$ cat src/rtl/pkt_bus_pkg.sv
// ----------------------------------------------------------------------------
// pkt_bus_pkg
// Shared definitions for the 134-bit internal packet bus:
//   - word type codes (head / middle / tail) and bus geometry
//   - metadata prefix size and payload length limits
//   - generator FSM state encoding
//   - helpers that turn a configured payload length into frame length,
//     word count and tail invalid-byte count
// ----------------------------------------------------------------------------
package pkt_bus_pkg;

    localparam int          BUS_W       = 134;
    localparam logic [1:0]  TYPE_HEAD   = 2'b01;
    localparam logic [1:0]  TYPE_MID    = 2'b11;
    localparam logic [1:0]  TYPE_TAIL   = 2'b10;
    localparam int          MD_BYTES    = 32;
    localparam int          LEN_LSB     = 96;
    localparam int          LEN_MSB     = 107;
    localparam logic [11:0] PAYLOAD_MIN = 12'd60;
    localparam logic [11:0] PAYLOAD_MAX = 12'd1514;

    typedef enum logic [2:0] {
        S_IDLE = 3'd0,
        S_WAIT = 3'd1,
        S_HEAD = 3'd2,
        S_MD   = 3'd3,
        S_BODY = 3'd4,
        S_GAP  = 3'd5
    } gen_state_t;

    // Frame length in bytes: clamped payload plus the metadata prefix.
    function automatic logic [11:0] frame_len(input logic [11:0] cfg_len);
        logic [11:0] p;
        if (cfg_len < PAYLOAD_MIN) begin
            p = PAYLOAD_MIN;
        end else if (cfg_len > PAYLOAD_MAX) begin
            p = PAYLOAD_MAX;
        end else begin
            p = cfg_len;
        end
        return p + 12'(MD_BYTES);
    endfunction

    // Number of 16-byte bus words needed to carry len bytes (6..97).
    function automatic logic [6:0] frame_words(input logic [11:0] len);
        logic [12:0] t;
        t = {1'b0, len} + 13'd15;
        return t[10:4];
    endfunction

    // Unused bytes in the last word: (16 - len mod 16) mod 16.
    function automatic logic [3:0] tail_inv(input logic [11:0] len);
        return 4'd0 - len[3:0];
    endfunction

endpackage

$ cat src/rtl/pkt_gen_if.sv
// ----------------------------------------------------------------------------
// pkt_gen_if
// Packet bus between the generator (master) and the pipeline ingress FIFO
// (slave).
//   out_data      134-bit bus word
//   out_data_wr   out_data qualifier
//   out_valid     packet-good flag, qualified by out_valid_wr
//   out_valid_wr  one-cycle pulse with each tail word
//   in_alf        downstream almost-full (slave -> master)
// ----------------------------------------------------------------------------
interface pkt_gen_if;
    import pkt_bus_pkg::*;

    logic [BUS_W-1:0] out_data;
    logic             out_data_wr;
    logic             out_valid;
    logic             out_valid_wr;
    logic             in_alf;

    modport master (
        output out_data,
        output out_data_wr,
        output out_valid,
        output out_valid_wr,
        input  in_alf
    );

    modport slave (
        input  out_data,
        input  out_data_wr,
        input  out_valid,
        input  out_valid_wr,
        output in_alf
    );

endinterface

$ cat src/rtl/pkt_gen_word.sv
// ----------------------------------------------------------------------------
// pkt_gen_word
// Combinational bus-word formatter for the packet generator.
//   state     generator FSM state (only HEAD/MD/BODY produce a word)
//   k         word index within the frame
//   w         words per frame
//   l         frame length in bytes (payload + metadata)
//   seq       packet sequence number
//   out_data  formatted 134-bit word (all zero outside HEAD/MD/BODY)
// ----------------------------------------------------------------------------
module pkt_gen_word
    import pkt_bus_pkg::*;
(
    input  gen_state_t       state,
    input  logic [6:0]       k,
    input  logic [6:0]       w,
    input  logic [11:0]      l,
    input  logic [31:0]      seq,
    output logic [BUS_W-1:0] out_data
);

    // Build the word for the current frame position.
    always_comb begin
        out_data = '0;
        case (state)
            S_HEAD: begin
                out_data[133:132]         = TYPE_HEAD;
                out_data[LEN_MSB:LEN_LSB] = l;
            end
            S_MD: begin
                out_data[133:132] = TYPE_MID;
                out_data[31:0]    = seq;
            end
            S_BODY: begin
                if (k == (w - 7'd1)) begin
                    out_data[133:132] = TYPE_TAIL;
                    out_data[131:128] = tail_inv(l);
                end else begin
                    out_data[133:132] = TYPE_MID;
                end
                out_data[127:96] = seq;
                out_data[95:80]  = {9'd0, k};
            end
            default: begin
                out_data = '0;
            end
        endcase
    end

endmodule

$ cat src/rtl/pkt_gen.sv
// ----------------------------------------------------------------------------
// pkt_gen
// Software-controlled test packet generator driving the internal packet bus.
// A run starts on a start pulse (config latched then), emits cfg_pkt_num
// frames (0 = until stop) separated by cfg_gap idle cycles, and keeps
// sent-packet / sent-payload-bit counters for TX/RX cross-checking.
//   clk, rst_n      clock, asynchronous active-low reset
//   start           one-cycle run start, ignored while a run is active
//   stop            level: finish the current frame, then go idle
//   reset_reg       synchronous counter clear, wins over a same-cycle update
//   cfg_pkt_len     payload bytes per frame (clamped to 60..1514)
//   cfg_pkt_num     frames per run, 0 = continuous
//   cfg_gap         idle cycles after each tail
//   bus             packet bus master port (data, qualifiers, in_alf)
//   busy            run in progress, aligned with the emitted words
//   tx_pkt_cnt      frames completed
//   tx_bit_cnt      payload bits sent
// ----------------------------------------------------------------------------
module pkt_gen
    import pkt_bus_pkg::*;
#(
    parameter string PLATFORM = "Xilinx-OpenBox-S4"
) (
    input  logic        clk,
    input  logic        rst_n,
    input  logic        start,
    input  logic        stop,
    input  logic        reset_reg,
    input  logic [11:0] cfg_pkt_len,
    input  logic [31:0] cfg_pkt_num,
    input  logic [7:0]  cfg_gap,
    pkt_gen_if.master   bus,
    output logic        busy,
    output logic [63:0] tx_pkt_cnt,
    output logic [63:0] tx_bit_cnt
);

    gen_state_t       state_q, state_d;
    logic [11:0]      len_q, len_d;
    logic [6:0]       w_q, w_d;
    logic [31:0]      num_q, num_d;
    logic [7:0]       gap_q, gap_d;
    logic [31:0]      seq_q, seq_d;
    logic [6:0]       k_q, k_d;
    logic [7:0]       gap_cnt_q, gap_cnt_d;

    logic [BUS_W-1:0] out_data_q;
    logic             out_data_wr_q;
    logic             out_valid_q;
    logic             out_valid_wr_q;
    logic             busy_q;
    logic [63:0]      pkt_cnt_q;
    logic [63:0]      bit_cnt_q;

    logic [11:0]      start_len_s;
    logic             tail_s;
    logic             last_s;
    logic             active_s;
    logic [BUS_W-1:0] word_s;

    assign start_len_s = frame_len(cfg_pkt_len);
    assign tail_s      = (state_q == S_BODY) && (k_q == (w_q - 7'd1));
    // seq counts completed frames of this run, so it doubles as run count.
    assign last_s      = (num_q != 32'd0) && ((seq_q + 32'd1) == num_q);
    assign active_s    = (state_q == S_HEAD) || (state_q == S_MD) || (state_q == S_BODY);

    pkt_gen_word u_word (
        .state    (state_q),
        .k        (k_q),
        .w        (w_q),
        .l        (len_q),
        .seq      (seq_q),
        .out_data (word_s)
    );

    // Next-state and run-parameter logic.
    always_comb begin
        state_d   = state_q;
        len_d     = len_q;
        w_d       = w_q;
        num_d     = num_q;
        gap_d     = gap_q;
        seq_d     = seq_q;
        k_d       = k_q;
        gap_cnt_d = gap_cnt_q;
        case (state_q)
            S_IDLE: begin
                if (start) begin
                    state_d = S_WAIT;
                    len_d   = start_len_s;
                    w_d     = frame_words(start_len_s);
                    num_d   = cfg_pkt_num;
                    gap_d   = cfg_gap;
                    seq_d   = 32'd0;
                    k_d     = 7'd0;
                end else begin
                    state_d = S_IDLE;
                end
            end
            S_WAIT: begin
                // in_alf only gates the start of a frame.
                if (stop) begin
                    state_d = S_IDLE;
                end else if (!bus.in_alf) begin
                    state_d = S_HEAD;
                end else begin
                    state_d = S_WAIT;
                end
            end
            S_HEAD: begin
                state_d = S_MD;
                k_d     = 7'd1;
            end
            S_MD: begin
                state_d = S_BODY;
                k_d     = 7'd2;
            end
            S_BODY: begin
                if (tail_s) begin
                    seq_d = seq_q + 32'd1;
                    k_d   = 7'd0;
                    if (stop || last_s) begin
                        state_d = S_IDLE;
                    end else if (gap_q != 8'd0) begin
                        state_d   = S_GAP;
                        gap_cnt_d = gap_q - 8'd1;
                    end else begin
                        state_d = S_WAIT;
                    end
                end else begin
                    k_d = k_q + 7'd1;
                end
            end
            S_GAP: begin
                if (stop) begin
                    state_d = S_IDLE;
                end else if (gap_cnt_q == 8'd0) begin
                    state_d = S_WAIT;
                end else begin
                    gap_cnt_d = gap_cnt_q - 8'd1;
                end
            end
            default: begin
                state_d = S_IDLE;
            end
        endcase
    end

    // FSM and run-parameter registers.
    always_ff @(posedge clk or negedge rst_n) begin
        if (!rst_n) begin
            state_q   <= S_IDLE;
            len_q     <= 12'd0;
            w_q       <= 7'd0;
            num_q     <= 32'd0;
            gap_q     <= 8'd0;
            seq_q     <= 32'd0;
            k_q       <= 7'd0;
            gap_cnt_q <= 8'd0;
        end else begin
            state_q   <= state_d;
            len_q     <= len_d;
            w_q       <= w_d;
            num_q     <= num_d;
            gap_q     <= gap_d;
            seq_q     <= seq_d;
            k_q       <= k_d;
            gap_cnt_q <= gap_cnt_d;
        end
    end

    // Output registers: words trail the FSM state by one cycle, and busy is
    // delayed the same way so it frames exactly the emitted words.
    always_ff @(posedge clk or negedge rst_n) begin
        if (!rst_n) begin
            out_data_q     <= '0;
            out_data_wr_q  <= 1'b0;
            out_valid_q    <= 1'b0;
            out_valid_wr_q <= 1'b0;
            busy_q         <= 1'b0;
        end else begin
            out_data_q     <= word_s;
            out_data_wr_q  <= active_s;
            out_valid_q    <= tail_s;
            out_valid_wr_q <= tail_s;
            busy_q         <= (state_q != S_IDLE);
        end
    end

    // TX counters: updated on the edge after the tail is on the bus.
    always_ff @(posedge clk or negedge rst_n) begin
        if (!rst_n) begin
            pkt_cnt_q <= 64'd0;
            bit_cnt_q <= 64'd0;
        end else if (reset_reg) begin
            pkt_cnt_q <= 64'd0;
            bit_cnt_q <= 64'd0;
        end else if (out_valid_wr_q) begin
            pkt_cnt_q <= pkt_cnt_q + 64'd1;
            bit_cnt_q <= bit_cnt_q + {49'd0, len_q - 12'(MD_BYTES), 3'b000};
        end else begin
            pkt_cnt_q <= pkt_cnt_q;
            bit_cnt_q <= bit_cnt_q;
        end
    end

    assign bus.out_data     = out_data_q;
    assign bus.out_data_wr  = out_data_wr_q;
    assign bus.out_valid    = out_valid_q;
    assign bus.out_valid_wr = out_valid_wr_q;
    assign busy             = busy_q;
    assign tx_pkt_cnt       = pkt_cnt_q;
    assign tx_bit_cnt       = bit_cnt_q;

endmodule

$ cat src/flat_wrapper.sv
// flat-port wrapper written by rule: the top's interface ports become plain ports
module pkt_gen_flat import pkt_bus_pkg::*;
#(
    parameter string PLATFORM = "                 "
)
  (clk, rst_n, start, stop, reset_reg, cfg_pkt_len, cfg_pkt_num, cfg_gap, busy, tx_pkt_cnt, tx_bit_cnt, bus_out_data, bus_out_data_wr, bus_out_valid, bus_out_valid_wr, bus_in_alf);
  pkt_gen_if bus_i ();
  input  logic clk;
  input  logic rst_n;
  input  logic start;
  input  logic stop;
  input  logic reset_reg;
  input  logic [11:0] cfg_pkt_len;
  input  logic [31:0] cfg_pkt_num;
  input  logic [7:0] cfg_gap;
  output logic busy;
  output logic [63:0] tx_pkt_cnt;
  output logic [63:0] tx_bit_cnt;
  output wire logic [$bits(bus_i.out_data)-1:0] bus_out_data;
  output wire logic [$bits(bus_i.out_data_wr)-1:0] bus_out_data_wr;
  output wire logic [$bits(bus_i.out_valid)-1:0] bus_out_valid;
  output wire logic [$bits(bus_i.out_valid_wr)-1:0] bus_out_valid_wr;
  input wire logic [$bits(bus_i.in_alf)-1:0] bus_in_alf;
  assign bus_out_data = bus_i.out_data;
  assign bus_out_data_wr = bus_i.out_data_wr;
  assign bus_out_valid = bus_i.out_valid;
  assign bus_out_valid_wr = bus_i.out_valid_wr;
  assign bus_i.in_alf = bus_in_alf;
  pkt_gen #(.PLATFORM(PLATFORM)) u_core (.clk(clk), .rst_n(rst_n), .start(start), .stop(stop), .reset_reg(reset_reg), .cfg_pkt_len(cfg_pkt_len), .cfg_pkt_num(cfg_pkt_num), .cfg_gap(cfg_gap), .bus(bus_i), .busy(busy), .tx_pkt_cnt(tx_pkt_cnt), .tx_bit_cnt(tx_bit_cnt));
endmodule
$ cat config.mk
export PLATFORM = sky130hd
export DESIGN_NAME = pkt_gen_flat
export DESIGN_NICKNAME = d
export VERILOG_FILES = /design/src/rtl/pkt_bus_pkg.sv /design/src/rtl/pkt_gen_if.sv /design/src/rtl/pkt_gen_word.sv /design/src/rtl/pkt_gen.sv /design/src/flat_wrapper.sv
export SDC_FILE = /design/constraint.sdc
export NUM_CORES = 1
export LEC_CHECK = 0
export ABC_AREA = 1
export CAP_MARGIN = 10
export CORE_ASPECT_RATIO = 0.7
export CORE_MARGIN = 2
export CORE_UTILIZATION = 35
export CTS_BUF_LIST = sky130_fd_sc_hd__clkbuf_16
export CTS_CLUSTER_SIZE = 16
export DETAILED_ROUTE_END_ITERATION = 10
export PLACE_DENSITY = 0.67
export SLEW_MARGIN = 5
export SYNTH_ARGS = -nofsm -noshare
export SYNTH_HDL_FRONTEND = slang
export SYNTH_SLANG_ARGS = --single-unit
$ cat constraint.sdc
create_clock -name clk -period 3.75 [get_ports clk]
set_input_delay 0.375 -clock clk [delete_from_list [all_inputs] [get_ports clk]]
set_output_delay 0.375 -clock clk [all_outputs]
set_load 0.05 [all_outputs]
Word-level counts from Yosys, hierarchy flattened. Cells that the tools add are included.

Output and inout port bits: 266. Bits in registers: 326. Word-level logic and storage cells: 94. Bits of input ports: 58.

Add/subtract/negate cells: 11. Reductions and logical operators: 19. Eq/ne operators: 14. Mux-type cells: 34. $lt $le $gt $ge: 2.

Operators by type and width (count): $mux 64 (4); $mux 32 (3); $add 64x1->64 const B (1); $add 64x15->64 (1); $pmux 32 s2 (1); $mux 8 (5); $add 32x1->32 const B (1); $eq 32x32->1 (1); $reduce_bool 32->1 (1); $pmux 7 s4 (1); $mux 12 (2); $mux 24 (1); $pmux 12 s2 (1); $mux 7 (3); $mux 3 (6); $pmux 3 s6 (1); $pmux 8 s2 (1); $sub 8x1->8 const B (2); $add 12x6->12 const B (1); $gt 12x11->1 const B (1); $lt 12x6->1 const B (1); $sub 12x6->12 const B (1); $add 11x4->11 const B (1); $ne 2x2->1 const B (5); other kinds (24) (34).

Longest topological paths before layout.
Word-level depth: 7. Mapped depth: 18. Gate-level depth less buffers: 18.

By module. Synthesis repeated with hierarchy kept, for this count alone.

Cells, all modules: 2419. Area total of the unflattened synthesis: 19170.9 µm².

By module, submodules not included: pkt_gen (times used 1, sequential area each 9283.9 µm², area an instance 17805.8 µm², cells an instance 2146); pkt_gen_word (times used 1, sequential area each 0.0 µm², area an instance 1365.1 µm², cells an instance 273).

Worst setup path after synthesis. Ideal clock, no wire load.

Kind: register -> register. Start: reg u_core.bit_cnt_q[3], in the netlist u_core.tx_bit_cnt[3]. End: reg u_core.bit_cnt_q[55], in the netlist u_core.tx_bit_cnt[55]. Library setup time: 0.077 ns. Cell stages (with the launch flop): 15. Data arrival time: 2.640 ns. Required time: 3.673 ns. Period minus slack after synthesis: 2.718 ns. Path slack: 1.032 ns. Cells stage by stage: dfrtp_1 > ha_1 > fa_1 > nand3_1 > nand3_1 > a21oi_1 > o21ai_2 > a21oi_1 > o21ai_1 > buf_2 > nand2_1 > nor2_2 > nand2_1 > o21ai_0 > a21oi_1.

Longest elaborated chain between the ends: 3.

Ends and longest elaborated chain: start, declared (RTL line pkt_gen.sv:53) `logic [63:0] bit_cnt_q;`; start signal, assigned (RTL line pkt_gen.sv:200) `bit_cnt_q <= bit_cnt_q + {49'd0, len_q - 12'(MD_BYTES), 3'b000};`; start signal, assigned (RTL line pkt_gen.sv:203) `bit_cnt_q <= bit_cnt_q;`; $add 64x15->64 (RTL line pkt_gen.sv:200); $mux 64 (RTL line pkt_gen.sv:198) `end else if (out_valid_wr_q) begin`; $mux 64 (RTL line pkt_gen.sv:195) `end else if (reset_reg) begin`.

Every way passes these cells. The select of a mux whose other input is x is not followed. A chain may end at the register's enable or synchronous reset.

Final worst setup path.
Start: reg u_core.len_q[7]. End: reg u_core.bit_cnt_q[26], in the netlist u_core.tx_bit_cnt[26].

Longest elaborated chain between the ends: 4.

Ends and longest elaborated chain: start, declared (RTL line pkt_gen.sv:39) `logic [11:0] len_q, len_d;`; start signal, assigned (RTL line pkt_gen.sv:162) `len_q <= len_d;`; $sub 12x6->12 (RTL line pkt_gen.sv:200); $add 64x15->64 (RTL line pkt_gen.sv:200); $mux 64 (RTL line pkt_gen.sv:198); $mux 64 (RTL line pkt_gen.sv:195).

Every way passes these cells. The select of a mux whose other input is x is not followed.

==> impl_summary.md <==
Floorplan
324 I/O pins were placed. After floorplanning, the core was sized to cover 0.04918 sq mm. For this configuration, the core starts out at a cell density of 0.3537. The die is 270.4 um wide. The die is 190.5 um tall. Row generation in the floorplan step produced 68 rows. The area of the die is 0.05152 sq mm.

Yosys
Synthesis inferred 314 register bits. The share of synthesized area occupied by flip-flops and latches is 0.4518. Synthesis instantiated 52 different standard cells from the library. The summed instance area of the synthesized netlist is 0.01739 sq mm. Synthesis handed over a netlist of 2,305 instances. The average instance area after synthesis is 7.546 sq um.

The count of synthesis-stage warnings from yosys is 0.

Timing
The final critical path time including I/O delays and setup is 3.137 ns. The normalized max-slew margin is 0.4078. The final clock period utilization by the worst path is 0.8365. The count of endpoints failing hold in the final timing report is 0. The top achievable clock speed is 318.8 MHz. Setup repair after global routing left no endpoint under its margin.

Clock skew on the completed layout was measured at 0.03202 ns. The transition at the pin with the smallest max-transition slack is 0.8852 ns. The number of endpoints failing setup at the final stage is 0. The setup TNS is 0 ns. The max-slew violation count is 0.

Setup path
The critical path goes through inv_1, nand3_1, nor3_1, xor2_1, ha_1, a21oi_1, inv_1, a31oi_1, a21boi_1, o21ai_1, nand2_1, nor2_4, nand2_1, o21ai_0, nand2_1, nor2_1. The endpoint identified for the worst register-to-register timing path is u_core.tx_bit_cnt[26]. The cell family contributing the most delay on the critical path is compound AO/OA/AOI/OAI gates. The startpoint identified for the worst register-to-register timing path is u_core.len_q[7]. Data arrives at the worst endpoint at 3.55 ns.

The critical path contains buffers and inverters numbering 2 combined. The master of the slowest instance on the critical path is sky130_fd_sc_hd__dfrtp_1. For the worst setup path, the data required time is 4.17 ns. In this design, the stage delay of the slowest critical-path cell is 0.39 ns. The most numerous cell type found on the critical path is sky130_fd_sc_hd__nand2_1. The highest net fanout along the worst path is 6. The endpoint type of the worst setup path is a flip-flop.

By startpoint and endpoint, the worst setup path is classified as flip-flop to flip-flop. The worst setup path is launched from a flip-flop. The depth of the worst register-to-register path is 16. In this run the register-to-register setup slack is 0.61 ns.

Worst hold path
The worst hold path terminates at u_core.num_q[10]. The worst hold path cell count is 3. In this run the most critical hold path is launched from cfg_pkt_num[10].

In this run the worst hold path is classified as primary input to flip-flop.

Global routing
The number of antenna violations at the first check in global routing was 6. The first global-routing pass estimated 88,130 um of wire. Entering global routing, the biggest net connects 91 pins.

The via count of the first global-routing pass was 15,720. Across every metal layer, demand over resource in global routing totals 0.2155. Summed over all layers, the global routing overflow is 0.

Flow run
The number of violations of the max-capacitance limit is 0.

Placed design
The estimated wirelength of the detail-placed design is 42,480 um. In this run the tool buffered the top-level ports with 263 buffer cells. Routability-driven placement finished with a final weighted congestion of 0.9532. The placed instances occupy a cell area of 0.02064 sq mm.

Clocking
Clock latency on the worst-skew pair, taken at its later pin, is 0.54 ns. TritonCTS built the clock tree. The clock drives 314 sinks.

The post-CTS repair timing setup buffer count is 0. The largest buffer count on any clock path is 3. The TritonCTS buffer count is 36. The clock slew at the register clock pins of the worst setup and hold paths is 0.06 ns. The depth of the CTS H-tree is 2. The CTS root buffer is sky130_fd_sc_hd__clkbuf_16.

Power and ir drop
The design draws 10.74 mW. The cell leakage power is 9.391 nW. Dividing total power by cell area gives a power density of 492.1 mW/mm^2. VDD sags by at most 0.2785 mV.

Route
The first routing iteration left 1,479 violations. The average vias per placed instance is 5.046. Before antenna repair, the detailed router went through 6 iterations.

The final layout contains routed wiring with a total length of 56,570 um. Dividing the detail-routed wire length by the instance count gives 17.31 um. The total via count in the routed design is 16,500. The final routed DRC violation total is 0. The remaining antenna violation count after routing is 0.

Finish
The layout net count is 2,657. The area growth from synthesis to layout is 25.51%. Of the cells placed in the final design, the portion with a size suffix greater than 1 is 0.04842. After routing the design area is 0.02183 sq mm. The fill cell total of the finished layout is 4,925.

Status
The run finished with clean final reports.
## sequential cells by signal, indices dropped and copies added, names as in the netlist, 3 cells and up
name                 flops
u_core.w_q               7
u_core.bus.out_data     77
u_core.tx_pkt_cnt       64
u_core.num_q            32
u_core.gap_q             8
u_core.gap_cnt_q         8
u_core.tx_bit_cnt       61
u_core.seq_q            32
u_core.len_q            12
u_core.state_q           3
u_core.k_q               7
## worst min-delay path: stages
cell	delay, ns
sky130_fd_sc_hd__clkdlybuf4s50_1	0.40
sky130_fd_sc_hd__nand2_1	0.06
sky130_fd_sc_hd__nand2_1	0.04
## per-stage QoR
step / setup WS (ns) / hold slack [ns] / cells / util
floorplan: 1.032 / 0.07941 / 2364 / -
global placement: 0.8246 / 0.4700 / 3203 / 0.4198
detailed placement: 0.6960 / 0.4806 / 3203 / 0.4198
CTS: 0.6537 / 0.3693 / 3267 / 0.4438
global route: 0.3470 / 0.3959 / 3267 / 0.4438
finish: 0.6130 / 0.4049 / 3269 / 0.4439
## report_power, final
part           leakage [nW]  internal (mW)  switching, mW  total (mW)
Sequential             4.26           3.81          0.300        4.11
Combinational          4.54          0.965           2.06        3.02
Clock                 0.597           2.13           1.48        3.61
Total                  9.39           6.91           3.84        10.7
## cell type report
type | count | area [sq um] | share of cell area
sequential | 314 | 7858 | 0.3599
tap | 665 | 832.0 | 0.03812
clock buffer | 37 | 925.9 | 0.04241
antenna | 2 | 5.005 | 0.0002293
multi-input combinational | 1619 | 7903 | 0.3620
inverter | 321 | 1205 | 0.05520
timing repair buffer | 285 | 2855 | 0.1308
clock inverter | 26 | 246.5 | 0.01129
## worst max-delay path by stage
| stage | from | to | slack [ns] | depth (start not counted) |
|---|---|---|---|---|
| 2_1_floorplan | u_core.tx_bit_cnt[3] | u_core.tx_bit_cnt[55] | 1.03 | 14 |
| 3_3_place_gp | u_core.len_q[5] | u_core.tx_bit_cnt[31] | 0.82 | 17 |
| 5_1_grt | u_core.len_q[5] | u_core.tx_bit_cnt[31] | 0.35 | 17 |
| 3_5_place_dp | u_core.len_q[5] | u_core.tx_bit_cnt[31] | 0.70 | 17 |
| 6_report | u_core.len_q[7] | u_core.tx_bit_cnt[26] | 0.61 | 16 |
| 4_1_cts | u_core.len_q[7] | u_core.tx_bit_cnt[26] | 0.65 | 16 |
## cells in the final DEF, fill, tap and decap left out, types with 3 or more instances in the layout
| master | n |
|---|---|
| sky130_fd_sc_hd__a21oi_1 | 95 |
| sky130_fd_sc_hd__a31oi_1 | 6 |
| sky130_fd_sc_hd__and2_1 | 4 |
| sky130_fd_sc_hd__and3_1 | 3 |
| sky130_fd_sc_hd__buf_12 | 4 |
| sky130_fd_sc_hd__buf_4 | 17 |
| sky130_fd_sc_hd__bufinv_16 | 5 |
| sky130_fd_sc_hd__clkbuf_16 | 37 |
| sky130_fd_sc_hd__clkdlybuf4s50_1 | 262 |
| sky130_fd_sc_hd__clkinv_1 | 11 |
| sky130_fd_sc_hd__clkinv_2 | 3 |
| sky130_fd_sc_hd__conb_1 | 60 |
| sky130_fd_sc_hd__dfrtp_1 | 314 |
| sky130_fd_sc_hd__ha_1 | 21 |
| sky130_fd_sc_hd__inv_1 | 314 |
| sky130_fd_sc_hd__inv_2 | 11 |
| sky130_fd_sc_hd__nand2_1 | 509 |
| sky130_fd_sc_hd__nand2_2 | 7 |
| sky130_fd_sc_hd__nand3_1 | 153 |
| sky130_fd_sc_hd__nand4_1 | 55 |
| sky130_fd_sc_hd__nor2_1 | 274 |
| sky130_fd_sc_hd__nor2_2 | 12 |
| sky130_fd_sc_hd__nor2_4 | 9 |
| sky130_fd_sc_hd__nor3_1 | 76 |
| sky130_fd_sc_hd__nor3b_1 | 3 |
| sky130_fd_sc_hd__nor4_1 | 31 |
| sky130_fd_sc_hd__nor4b_1 | 3 |
| sky130_fd_sc_hd__o211ai_1 | 5 |
| sky130_fd_sc_hd__o21a_1 | 7 |
| sky130_fd_sc_hd__o21ai_0 | 161 |
| sky130_fd_sc_hd__o21ai_1 | 3 |
| sky130_fd_sc_hd__o21bai_1 | 4 |
| sky130_fd_sc_hd__o22ai_1 | 36 |
| sky130_fd_sc_hd__o31ai_1 | 5 |
| sky130_fd_sc_hd__or2_2 | 5 |
| sky130_fd_sc_hd__xnor2_1 | 7 |
| sky130_fd_sc_hd__xnor3_1 | 4 |
| sky130_fd_sc_hd__xor2_1 | 41 |
## routing by layer
| layer | vias up | wire length [um] | global-route usage |
|---|---|---|---|
| met2 | 618 | 23340 | 0.3084 |
| li1 | 7935 | - | - |
| met1 | 7848 | 27230 | 0.3252 |
| met4 | 8 | 1251 | 0.05567 |
| met3 | 87 | 4712 | 0.04822 |
| met5 | - | 45 | 0 |
## Yosys cell counts, drive strengths merged
cell type | instances | area, sq um
a21boi | 1 | 7.510
a21o | 1 | 7.510
a21oi | 95 | 475.5
a22oi | 1 | 7.510
a31oi | 6 | 37.54
and2 | 4 | 25.02
and3 | 3 | 18.77
buf | 69 | 498.0
clkbuf | 41 | 153.9
clkinv | 3 | 11.26
conb | 1 | 3.750
dfrtp | 314 | 7858
fa | 1 | 20.02
ha | 21 | 262.8
inv | 318 | 1194
mux2i | 1 | 10.01
nand2 | 516 | 1952
nand3 | 157 | 820.8
nand3b | 1 | 7.510
nand4 | 56 | 356.6
nor2 | 295 | 1205
nor3 | 79 | 416.7
nor3b | 4 | 35.03
nor4 | 31 | 193.9
nor4b | 3 | 26.28
o211ai | 5 | 37.54
o21a | 7 | 52.55
o21ai | 166 | 838.3
o21bai | 4 | 30.03
o221a | 1 | 11.26
o221ai | 1 | 8.760
o22ai | 36 | 225.2
o31ai | 5 | 37.54
or2 | 6 | 37.54
xnor2 | 7 | 61.31
xnor3 | 4 | 90.09
xor2 | 41 | 359.1
## cell families after synthesis
logic type,count (synthesis),synth area share
mux,1,0.0005755
buf+inv,431,0.1068
other cells,1,0.0002156
xor+xnor,52,0.02935
fa+ha+maj,22,0.01626
compound gates,329,0.1022
flops,314,0.4518
simple gates,1155,0.2929
## timing repair
| action | in CTS | in global routing |
|---|---|---|
| hold buffers | 1 | 0 |
| gates resized for setup | 0 | 0 |
| endpoints found under the hold margin | 84 | 0 |
No activity file was read; power rests on OpenSTA's default activity.
